**src/rtl/spi_if_burst_pkg.sv**
```systemverilog
`default_nettype none
// ============================================================================
// Module  : spi_if_burst_pkg
// Purpose : Shared state encoding, header layout and width derivations for
//           the burst-capable SPI command front end.
// Revision: 1.0 - initial release
// ============================================================================
package spi_if_burst_pkg;

    localparam int HDR_WR_BIT    = 7;
    localparam int HDR_BURST_BIT = 6;
    localparam int HDR_CH_MSB    = 5;
    localparam int BYTE_W        = 8;

    typedef logic [2:0] state_t;

    localparam state_t IDLE     = 3'd0;
    localparam state_t WR_DATA  = 3'd1;
    localparam state_t RD_FETCH = 3'd2;
    localparam state_t RD_WAIT  = 3'd3;
    localparam state_t RD_SHIFT = 3'd4;

    function automatic int calc_n_cs(input int cs_w);
        return 1 << cs_w;
    endfunction

    // Channel and IOC fields share the six low header bits.
    function automatic int calc_ioc_w(input int cs_w);
        return 6 - cs_w;
    endfunction

endpackage
`default_nettype wire

```
**src/rtl/spi_if_burst_slave.sv**
```systemverilog
`default_nettype none
// ============================================================================
// Module  : spi_slave
// Purpose : Mode-0 SPI byte engine oversampled in the system clock domain.
// Revision: 1.0 - initial release
// ============================================================================
module spi_slave
    import spi_if_burst_pkg::*;
(
    input  logic              i_sys_clk,
    input  logic              i_rst,
    input  logic              i_cs_b_sync,
    input  logic              i_spi_sck,
    input  logic              i_spi_mosi,
    output logic              o_spi_miso,
    output logic              o_rx_valid,
    output logic [BYTE_W-1:0] o_rx_data,
    input  logic              i_tx_valid,
    input  logic [BYTE_W-1:0] i_tx_data
);

    logic [2:0]        r_sck_pipe;
    logic [1:0]        r_mosi_pipe;
    logic [2:0]        r_bit_cnt;
    logic [BYTE_W-1:0] r_rx_shift;
    logic [BYTE_W-1:0] r_tx_shift;
    logic              r_rx_valid;

    logic              w_sck_rise;
    logic              w_sck_fall;
    logic [BYTE_W-1:0] w_rx_byte;

    assign w_sck_rise = r_sck_pipe[1] & ~r_sck_pipe[2];
    assign w_sck_fall = ~r_sck_pipe[1] & r_sck_pipe[2];
    assign w_rx_byte  = {r_rx_shift[BYTE_W-2:0], r_mosi_pipe[1]};

    always_ff @(posedge i_sys_clk) begin
        if (i_rst) begin
            r_sck_pipe  <= '0;
            r_mosi_pipe <= '0;
            r_bit_cnt   <= '0;
            r_rx_shift  <= '0;
            r_tx_shift  <= '0;
            r_rx_valid  <= 1'b0;
        end else begin
            r_sck_pipe  <= {r_sck_pipe[1:0], i_spi_sck};
            r_mosi_pipe <= {r_mosi_pipe[0], i_spi_mosi};
            r_rx_valid  <= 1'b0;
            if (i_cs_b_sync) begin
                r_bit_cnt <= '0;
            end else if (w_sck_rise) begin
                r_rx_shift <= w_rx_byte;
                r_bit_cnt  <= r_bit_cnt + 3'd1;
                if (r_bit_cnt == 3'd7) begin
                    r_rx_valid <= 1'b1;
                end
            end
            // The falling edge after the 8th bit is skipped so a reply byte
            // loaded right after rx_valid keeps its MSB on MISO.
            if (i_tx_valid) begin
                r_tx_shift <= i_tx_data;
            end else if (w_sck_fall && !i_cs_b_sync && r_bit_cnt != 3'd0) begin
                r_tx_shift <= {r_tx_shift[BYTE_W-2:0], 1'b0};
            end
        end
    end

    assign o_spi_miso = r_tx_shift[BYTE_W-1];
    assign o_rx_valid = r_rx_valid;
    assign o_rx_data  = r_rx_shift;

endmodule
`default_nettype wire

```
**src/rtl/spi_if_burst.sv**
```systemverilog
`default_nettype none
// ============================================================================
// Module  : spi_if_burst
// Purpose : SPI command decoder moving multi-byte words to/from register
//           banks, with burst IOC auto-increment and CS-framed abort.
// Revision: 1.0 - initial release
// ============================================================================
module spi_if_burst
    import spi_if_burst_pkg::*;
#(
    parameter  int CS_W       = 2,
    parameter  int DATA_BYTES = 1,
    parameter  int FETCH_LAT  = 2,
    localparam int N_CS       = calc_n_cs(CS_W),
    localparam int IOC_W      = calc_ioc_w(CS_W),
    localparam int DATA_W     = BYTE_W * DATA_BYTES
) (
    input  logic              i_sys_clk,
    input  logic              i_rst,
    output logic [IOC_W-1:0]  o_ioc,
    output logic [N_CS-1:0]   o_cs,
    output logic [DATA_W-1:0] o_data_in,
    input  logic [DATA_W-1:0] i_data_out,
    output logic              o_load_cmd,
    output logic              o_fetch_cmd,
    output logic              o_busy,
    output logic              o_abort,
    input  logic              i_spi_sck,
    output logic              o_spi_miso,
    input  logic              i_spi_mosi,
    input  logic              i_spi_cs_b
);

    localparam logic [1:0] LAST_BYTE = 2'(DATA_BYTES - 1);
    localparam logic [2:0] LAT_END   = 3'(FETCH_LAT);

    logic              r_cs_meta, r_cs_sync, r_cs_dly;
    logic              w_cs_rise;
    logic              w_rx_valid;
    logic [BYTE_W-1:0] w_rx_data;

    state_t            r_state,     w_state_nxt;
    logic [IOC_W-1:0]  r_ioc,       w_ioc_nxt;
    logic [N_CS-1:0]   r_cs,        w_cs_nxt;
    logic [DATA_W-1:0] r_data_in,   w_data_in_nxt;
    logic [DATA_W-1:0] r_tx_word,   w_tx_word_nxt;
    logic [1:0]        r_byte_cnt,  w_byte_cnt_nxt;
    logic [2:0]        r_lat_cnt,   w_lat_cnt_nxt;
    logic              r_burst,     w_burst_nxt;
    logic              r_tx_valid,  w_tx_valid_nxt;
    logic              r_load_cmd,  w_load_nxt;
    logic              r_fetch_cmd, w_fetch_nxt;
    logic              r_abort,     w_abort_nxt;

    assign w_cs_rise = r_cs_sync & ~r_cs_dly;

    spi_slave u_spi_slave (
        .i_sys_clk   (i_sys_clk),
        .i_rst       (i_rst),
        .i_cs_b_sync (r_cs_sync),
        .i_spi_sck   (i_spi_sck),
        .i_spi_mosi  (i_spi_mosi),
        .o_spi_miso  (o_spi_miso),
        .o_rx_valid  (w_rx_valid),
        .o_rx_data   (w_rx_data),
        .i_tx_valid  (r_tx_valid),
        .i_tx_data   (r_tx_word[DATA_W-1 -: BYTE_W])
    );

    always_ff @(posedge i_sys_clk) begin
        if (i_rst) begin
            r_cs_meta   <= 1'b1;
            r_cs_sync   <= 1'b1;
            r_cs_dly    <= 1'b1;
            r_state     <= IDLE;
            r_ioc       <= '0;
            r_cs        <= '0;
            r_data_in   <= '0;
            r_tx_word   <= '0;
            r_byte_cnt  <= '0;
            r_lat_cnt   <= '0;
            r_burst     <= 1'b0;
            r_tx_valid  <= 1'b0;
            r_load_cmd  <= 1'b0;
            r_fetch_cmd <= 1'b0;
            r_abort     <= 1'b0;
        end else begin
            r_cs_meta   <= i_spi_cs_b;
            r_cs_sync   <= r_cs_meta;
            r_cs_dly    <= r_cs_sync;
            r_state     <= w_state_nxt;
            r_ioc       <= w_ioc_nxt;
            r_cs        <= w_cs_nxt;
            r_data_in   <= w_data_in_nxt;
            r_tx_word   <= w_tx_word_nxt;
            r_byte_cnt  <= w_byte_cnt_nxt;
            r_lat_cnt   <= w_lat_cnt_nxt;
            r_burst     <= w_burst_nxt;
            r_tx_valid  <= w_tx_valid_nxt;
            r_load_cmd  <= w_load_nxt;
            r_fetch_cmd <= w_fetch_nxt;
            r_abort     <= w_abort_nxt;
        end
    end

    always_comb begin
        w_state_nxt    = r_state;
        w_ioc_nxt      = r_ioc;
        w_cs_nxt       = r_cs;
        w_data_in_nxt  = r_data_in;
        w_tx_word_nxt  = r_tx_word;
        w_byte_cnt_nxt = r_byte_cnt;
        w_lat_cnt_nxt  = r_lat_cnt;
        w_burst_nxt    = r_burst;
        w_tx_valid_nxt = 1'b0;
        w_load_nxt     = 1'b0;
        w_abort_nxt    = 1'b0;

        // Write-burst increment waits until the load strobe has been seen
        // so o_ioc is stable while o_load_cmd is high.
        if (r_load_cmd && r_burst) begin
            w_ioc_nxt = r_ioc + 1'b1;
        end

        case (r_state)
            IDLE: begin
                if (w_rx_valid) begin
                    w_burst_nxt    = w_rx_data[HDR_BURST_BIT];
                    w_cs_nxt       = N_CS'(1) << w_rx_data[HDR_CH_MSB -: CS_W];
                    w_ioc_nxt      = w_rx_data[IOC_W-1:0];
                    w_byte_cnt_nxt = '0;
                    w_state_nxt    = w_rx_data[HDR_WR_BIT] ? WR_DATA : RD_FETCH;
                end
            end
            WR_DATA: begin
                if (w_rx_valid) begin
                    w_data_in_nxt = (r_data_in << BYTE_W) | DATA_W'(w_rx_data);
                    if (r_byte_cnt == LAST_BYTE) begin
                        w_load_nxt     = 1'b1;
                        w_byte_cnt_nxt = '0;
                        if (!r_burst) begin
                            w_state_nxt = IDLE;
                        end
                    end else begin
                        w_byte_cnt_nxt = r_byte_cnt + 2'd1;
                    end
                end
            end
            RD_FETCH: begin
                w_lat_cnt_nxt = 3'd1;
                w_state_nxt   = RD_WAIT;
            end
            RD_WAIT: begin
                if (r_lat_cnt == LAT_END) begin
                    w_tx_word_nxt  = i_data_out;
                    w_tx_valid_nxt = 1'b1;
                    w_byte_cnt_nxt = '0;
                    w_lat_cnt_nxt  = '0;
                    w_state_nxt    = RD_SHIFT;
                end else begin
                    w_lat_cnt_nxt = r_lat_cnt + 3'd1;
                end
            end
            RD_SHIFT: begin
                if (w_rx_valid) begin
                    if (r_byte_cnt == LAST_BYTE) begin
                        w_byte_cnt_nxt = '0;
                        if (r_burst) begin
                            w_ioc_nxt   = r_ioc + 1'b1;
                            w_state_nxt = RD_FETCH;
                        end else begin
                            w_state_nxt = IDLE;
                        end
                    end else begin
                        w_byte_cnt_nxt = r_byte_cnt + 2'd1;
                        w_tx_word_nxt  = r_tx_word << BYTE_W;
                        w_tx_valid_nxt = 1'b1;
                    end
                end
            end
            default: begin
                w_state_nxt = IDLE;
            end
        endcase

        // CS release wins after the byte of this cycle has been processed.
        if (w_cs_rise) begin
            if ((r_state == WR_DATA && w_byte_cnt_nxt != 2'd0) || r_state == RD_WAIT) begin
                w_abort_nxt = 1'b1;
            end
            w_state_nxt    = IDLE;
            w_tx_valid_nxt = 1'b0;
            w_byte_cnt_nxt = '0;
            w_lat_cnt_nxt  = '0;
        end
    end

    assign w_fetch_nxt = (w_state_nxt == RD_FETCH);

    assign o_ioc       = r_ioc;
    assign o_cs        = r_cs;
    assign o_data_in   = r_data_in;
    assign o_load_cmd  = r_load_cmd;
    assign o_fetch_cmd = r_fetch_cmd;
    assign o_busy      = (r_state != IDLE);
    assign o_abort     = r_abort;

endmodule
`default_nettype wire
```
**config.mk**
```make
export PLATFORM = sky130hd
export DESIGN_NAME = spi_if_burst
export DESIGN_NICKNAME = d
export VERILOG_FILES = /design/src/rtl/spi_if_burst_pkg.sv /design/src/rtl/spi_if_burst_slave.sv /design/src/rtl/spi_if_burst.sv
export SDC_FILE = /design/constraint.sdc
export NUM_CORES = 1
export LEC_CHECK = 0
export CORE_MARGIN = 1
export CORE_UTILIZATION = 25
export CTS_CLUSTER_SIZE = 40
export DETAILED_ROUTE_END_ITERATION = 16
export HOLD_SLACK_MARGIN = 0.15
export PLACE_DENSITY = 0.46
export RECOVER_POWER = 100
export SKIP_LAST_GASP = 1
export SYNTH_ARGS = -nofsm -noshare
export SYNTH_HDL_FRONTEND = slang
export SYNTH_SLANG_ARGS = --single-unit
```
**constraint.sdc**
```tcl
create_clock -name i_sys_clk -period 3.1 [get_ports i_sys_clk]
set_input_delay 0.465 -clock i_sys_clk [delete_from_list [all_inputs] [get_ports i_sys_clk]]
set_output_delay 0.465 -clock i_sys_clk [all_outputs]
set_load 0.02 [all_outputs]
```
# Yosys cells after proc, flatten, opt, wreduce, memory -nomap -nowiden
# Index checks and enable logic that the tools add are counted.
totals:
  regBits: 65
  latch_bits: 0
  ramBits: 0
  mem_bits_ro: 0
  input_bits: 13
  output_inout_bits: 21
  word_cells: 108
  mem_count: 0
op_classes:
  n_addsub: 4
  n_mul: 0
  div: 0
  magnitude_cmp: 0
  n_eq_ne: 10
  shifts: 1
  n_mux: 37
  n_bitwise: 11
  reduce_logical: 24
ops:
  columns: ["cell", "n"]
  rows:
  - ["8-bit 2-to-1 mux", 5]
  - ["3-bit 2-to-1 mux", 9]
  - ["4-bit 2-to-1 mux", 5]
  - ["8-bit one-hot mux with 2 select lines", 1]
  - ["3-bit one-hot mux with 5 select lines", 1]
  - ["3-bit by 2-bit == test with 1-bit output (second input constant)", 4]
  - ["2-bit 2-to-1 mux", 6]
  - ["1-bit inverter", 8]
  - ["4-bit one-hot mux with 2 select lines", 1]
  - ["2-bit nonzero test", 4]
  - ["2-bit OR reduction", 4]
  - ["3-bit by 1-bit adder with 3-bit output (second input constant)", 2]
  - ["3-bit == test (second input constant)", 2]
  - ["1-bit 2-to-1 mux", 6]
  - ["2-bit one-hot mux with 3 select lines", 1]
  - ["3-bit one-hot mux with 2 select lines", 1]
  - ["2-bit AND reduction", 3]
  - ["3-bit nonzero test", 2]
  - ["3-bit OR reduction", 2]
  - ["4-bit by 1-bit adder with 4-bit output (second input constant)", 1]
  - ["1-bit logical AND", 4]
  - ["2-bit != test (second input constant)", 2]
  - ["4-bit AND reduction", 1]
  - ["1-bit by 2-bit << shifter with 4-bit output (first input constant)", 1]
  - ["other kinds (9)", 11]

# Longest topological paths before layout
logic_depth:
  depth_word: 8
  ltp_mapped: 6
  depth_no_buf: 6

# Cells and area by module
# A second synthesis with hierarchy kept.
unflattened:
  cells_unflattened: 311
  hier_area_um2: 2975.4
by_module_without_submodules:
  columns: ["module", "instances", "cells_each", "area_per_inst_um2", "seq_area_each_um2"]
  rows:
  - ["spi_if_burst", 1, 197, 1795.5, 800.8]
  - ["spi_slave", 1, 114, 1179.9, 500.5]

# Worst setup path before layout
# OpenSTA, ideal clock, no wires.
synth_path:
  path_type: "flip-flop to flip-flop"
  start: "register r_state[0]"
  end: "register r_ioc[2] (netlist: o_ioc[2])"
  setup_ns: 0.103
  arrival_ns: 1.342
  required_time_ns: 2.997
  setup_slack_ns: 1.655
  stages_incl_launch_ff: 7
  path_buffers: 2
  period_less_slack_ns: 1.445
  path_cell_list: "dfxtp_1 -> buf_6 -> or4b_1 -> buf_2 -> nand2_1 -> o21ai_0 -> a2111oi_2"
synth_between:
  elab_chain_cells: 2
  word_cells_on_any_way: 3
  cone_classes: "eq/ne (1); mux (1); reduce/logical (1)"
synth_rtl:
  columns: ["item", "line_no", "source"]
  rows:
  - ["start, declared", "spi_if_burst.sv:42", "state_t r_state, w_state_nxt;"]
  - ["start signal, assigned", "spi_if_burst.sv:91", "r_state <= w_state_nxt;"]
  - ["3-bit == test or 3-bit zero test (tied branches)", "spi_if_burst.sv:125", "case (r_state)"]
  - ["4-bit one-hot mux with 2 select lines *", "spi_if_burst.sv:125", null]
  - ["end signal, assigned", "spi_if_burst.sv:92", "r_ioc <= w_ioc_nxt;"]
  - ["end, declared", "spi_if_burst.sv:43", "logic [IOC_W-1:0] r_ioc, w_ioc_nxt;"]
# Mark *: on every way between the ends. The rest lies on a longest branch, timed or not.
# A chain may end at the register's enable or synchronous reset.

# Final worst setup path
layout_path:
  start: "register r_state[2]"
  end: "output o_busy"
layout_between:
  elab_chain_cells: 1
layout_rtl:
  columns: ["item", "line_no", "source"]
  rows:
  - ["3-bit nonzero test", "spi_if_burst.sv:205", "assign o_busy = (r_state != IDLE);"]
  - ["end, declared", "spi_if_burst.sv:26", "output logic o_busy,"]
# Every way passes these cells.

==> impl_metrics.py <==
metrics = {
    "run_status": {
        "status": "complete, no violations",
    },
    "floorplan": {
        "fp.coreArea_mm2": 0.0108,
        "ios": 34,
        "initial_core_util_pct": 25.6,
        "fp.dieH_um": 107,
        "die-area_mm2": 0.0115,
        "die_x_um": 107,
        "rows": 38,
    },
    "sta": {
        "grt_setup_unrepaired": "no",
        "fin_skew_ns": 0.0135,
        "drv_slew": 0,
        "relSlewSlack_pct": 36.8,
        "tightest_slew_ns": 0.948,
        "fmax_mhz": 418,
        "finalHoldViolations": 0,
        "holdWs_ns": 0.412,
        "setup_viol": 0,
        "finalCriticalPeriod_ns": 2.39,
        "period_share_pct": 77.2,
        "tns_ns": 0,
    },
    "global_route": {
        "grt_pass1_wl_mm": 9.60,
        "grt_use_total_pct": 10.9,
        "antenna_found_initial": 0,
        "grt-ovfl-total": 0,
        "grt_max_degree": 57,
        "grt_pass1_vias": 1989,
    },
    "finish": {
        "area_growth_pct": 22.2,
        "seqCellArea_mm2": 0.00130,
        "diodes": 0,
        "final_net_count": 355,
        "multi_input_area_mm2": 0.00134,
        "final_layout_size_suffix_gt1_share_pct": 8.24,
        "n_fill_cell": 1121,
    },
    "logic_synthesis": {
        "synth_edf_count": 0,
        "seq_area_frac_synth_pct": 47.1,
        "synthDominantCellAreaShare_pct": 47.1,
        "ys_warn_count": 0,
        "synth_cell_types": 45,
        "ys_seq_elements": 65,
        "ys_top_cells_by_area": "dfxtp_1 47%, mux2i_1 6.2%, nand2_1 4.5%",
        "yosys.area.top_type": "dfxtp_1",
        "synthArstFlopShare_pct": 0,
        "yosys-top-cells-count": "65 x dfxtp_1, 33 x nand2_1, 30 x nor2_1",
        "syn-cell-area_mm2": 0.00276,
        "synthFlopType": "dfxtp_1",
        "syn_avg_cell_area_um2": 8.94,
        "synth_cells": 309,
        "synth.most_common_cell": "dfxtp_1",
        "syn-num-nets": 329,
    },
    "critical_path": {
        "worstSetupPathType": "flip-flop to primary output",
        "cp-end-kind": "primary output",
        "reg2reg_to": "o_fetch_cmd",
        "r2r_cells": 4,
        "r2r_slack_ns": 1.13,
        "required_ns": 2.63,
        "r2r-start": "r_state[2]",
        "worstSetupEndpoint": "o_busy",
        "startpoint_type": "flip-flop",
        "crit_fanout": 17,
        "cp.arrival_ns": 1.93,
        "cp-startpoint": "r_state[2]",
    },
    "min_path": {
        "min_from": "r_cs_meta",
        "worstHoldPathType": "flip-flop to flip-flop",
    },
    "clocking": {
        "cts_sinks": 65,
        "clockBufferDepth": 2,
        "clock-root-buffer": "clkbuf_8",
        "cts_tree": "yes",
        "hold_buffers": 0,
        "clk_pin_slew_worst_paths_ns": 0.08,
        "cts-resized-gates": 0,
        "htree_levels": 3,
        "numCtsBuffers": 9,
        "worstSkewPairLatency_ns": 0.36,
        "post-cts-setup-buffer-count": 0,
    },
    "job": {
        "maxCapViolCount": 0,
    },
    "power_and_ir_drop": {
        "ir_drop_v": 0.000161,
        "pwr_density_cell_mw_per_mm2": 477,
        "power.leakage_uw": 0.00126,
    },
    "drt": {
        "drt-wirelength-per-cell_um": 12.0,
        "route.antenna.remaining_nets": 0,
        "drc": 0,
        "first_iter_violations": 118,
        "drt_pass1_iterations": 4,
        "routed_wl_mm": 5.75,
        "vias": 2125,
        "vias_per_cell": 4.43,
    },
    "placement": {
        "place_hpwl_mm": 3.93,
        "port_buffers": 33,
        "place.gp.congestion": 0.715,
    },
}
-- worst min path at each step --
stage | to | depth (start not counted) | slack [ns]
after detailed placement | r_cs_sync | 1 | 0.40
after floorplan | r_cs_sync | 1 | 0.39
after CTS | r_cs_sync | 1 | 0.42
after global routing | r_cs_sync | 1 | 0.42
after global placement | r_cs_sync | 1 | 0.39
final | r_cs_sync | 1 | 0.41
-- power by group --
part | switching (uW) | internal, uW
sequential | 1.59 | 839
clock | 354 | 379
combinational | 18.9 | 20.1
total | 374 | 1240
-- placed cells by master (no fill, tap or decap), types with 6 or more instances in the layout --
cell	count
dlygate4sd3_1	21
a211oi_1	7
ha_1	7
nor2b_1	10
dfxtp_1	65
nand2_1	33
inv_1	6
nand2b_1	12
o21ai_0	17
a21oi_1	20
clkbuf_8	9
clkdlybuf4s50_1	11
mux2i_1	17
nand3_1	14
nor2_1	30
-- state kept, by name, summed over array words and instances (netlist names) --
register and cells:
u_spi_slave.r_tx_shift 8, o_cs 4, u_spi_slave.o_rx_valid 1, r_cs_sync 1, u_spi_slave.r_mosi_pipe 2, u_spi_slave.r_bit_cnt 3, u_spi_slave.r_sck_pipe 3, r_byte_cnt 2
o_ioc 4, o_data_in 8, o_abort 1, r_burst 1, r_cs_dly 1, r_lat_cnt 3, r_cs_meta 1, r_state 3
u_spi_slave.o_rx_data 8, r_tx_valid 1, o_load_cmd 1, r_tx_word 8, o_fetch_cmd 1
-- per-layer routing --
layer	vias to the layer above	part of all wire [%]	GRT usage, %
li1	1125	-	-
met1	950	49	13.8
met2	39	44	16.0
met3	11	5.2	4.19
met4	0	2.2	5.38
met5	-	0	0
-- final cells by class --
cell class              count  area share (%)
multi-input cells         218            39.6
clock buffers               9            3.67
flip-flops and latches     65            38.5
well taps                 140            5.19
clock inverters             7            2.30
inverters                   6           0.667
repair buffers             35            10.1
-- critical path, stage by stage (launching register included) --
cell	delay, ns
dfxtp_1	0.49
or3_1	0.44
dlygate4sd3_1	0.65
-- stage by stage --
stage | total power [uW] | util (%) | setup WS, ns | std cells | instance area, um2
2_1_floorplan | 881 | - | 1.66 | 309 | 2760
3_3_place_gp | 900 | 29.5 | 1.14 | 464 | 3190
3_5_place_dp | 900 | 29.5 | 1.14 | 464 | 3190
6_report | 1610 | 31.3 | 0.708 | 480 | 3380
4_1_cts | 1650 | 31.4 | 0.765 | 480 | 3390
5_1_grt | 1680 | 31.3 | 0.616 | 480 | 3380
-- cell families (layout without fill, tap and decap cells) --
kind of cell             Yosys count  in the layout  synth area share [%]
AO/OA/AOI/OAI                     63             63                  14.5
flip-flops                        65             65                  47.1
AND/OR/NAND/NOR                  128            128                  24.0
multiplexers                      17             17                  6.16
XOR/XNOR                           3              3                 0.951
adder cells (fa/ha/maj)            7              7                  3.17
buffers and inverters             26             57                  4.16
Note: power is estimated with default switching activity, not from simulation.
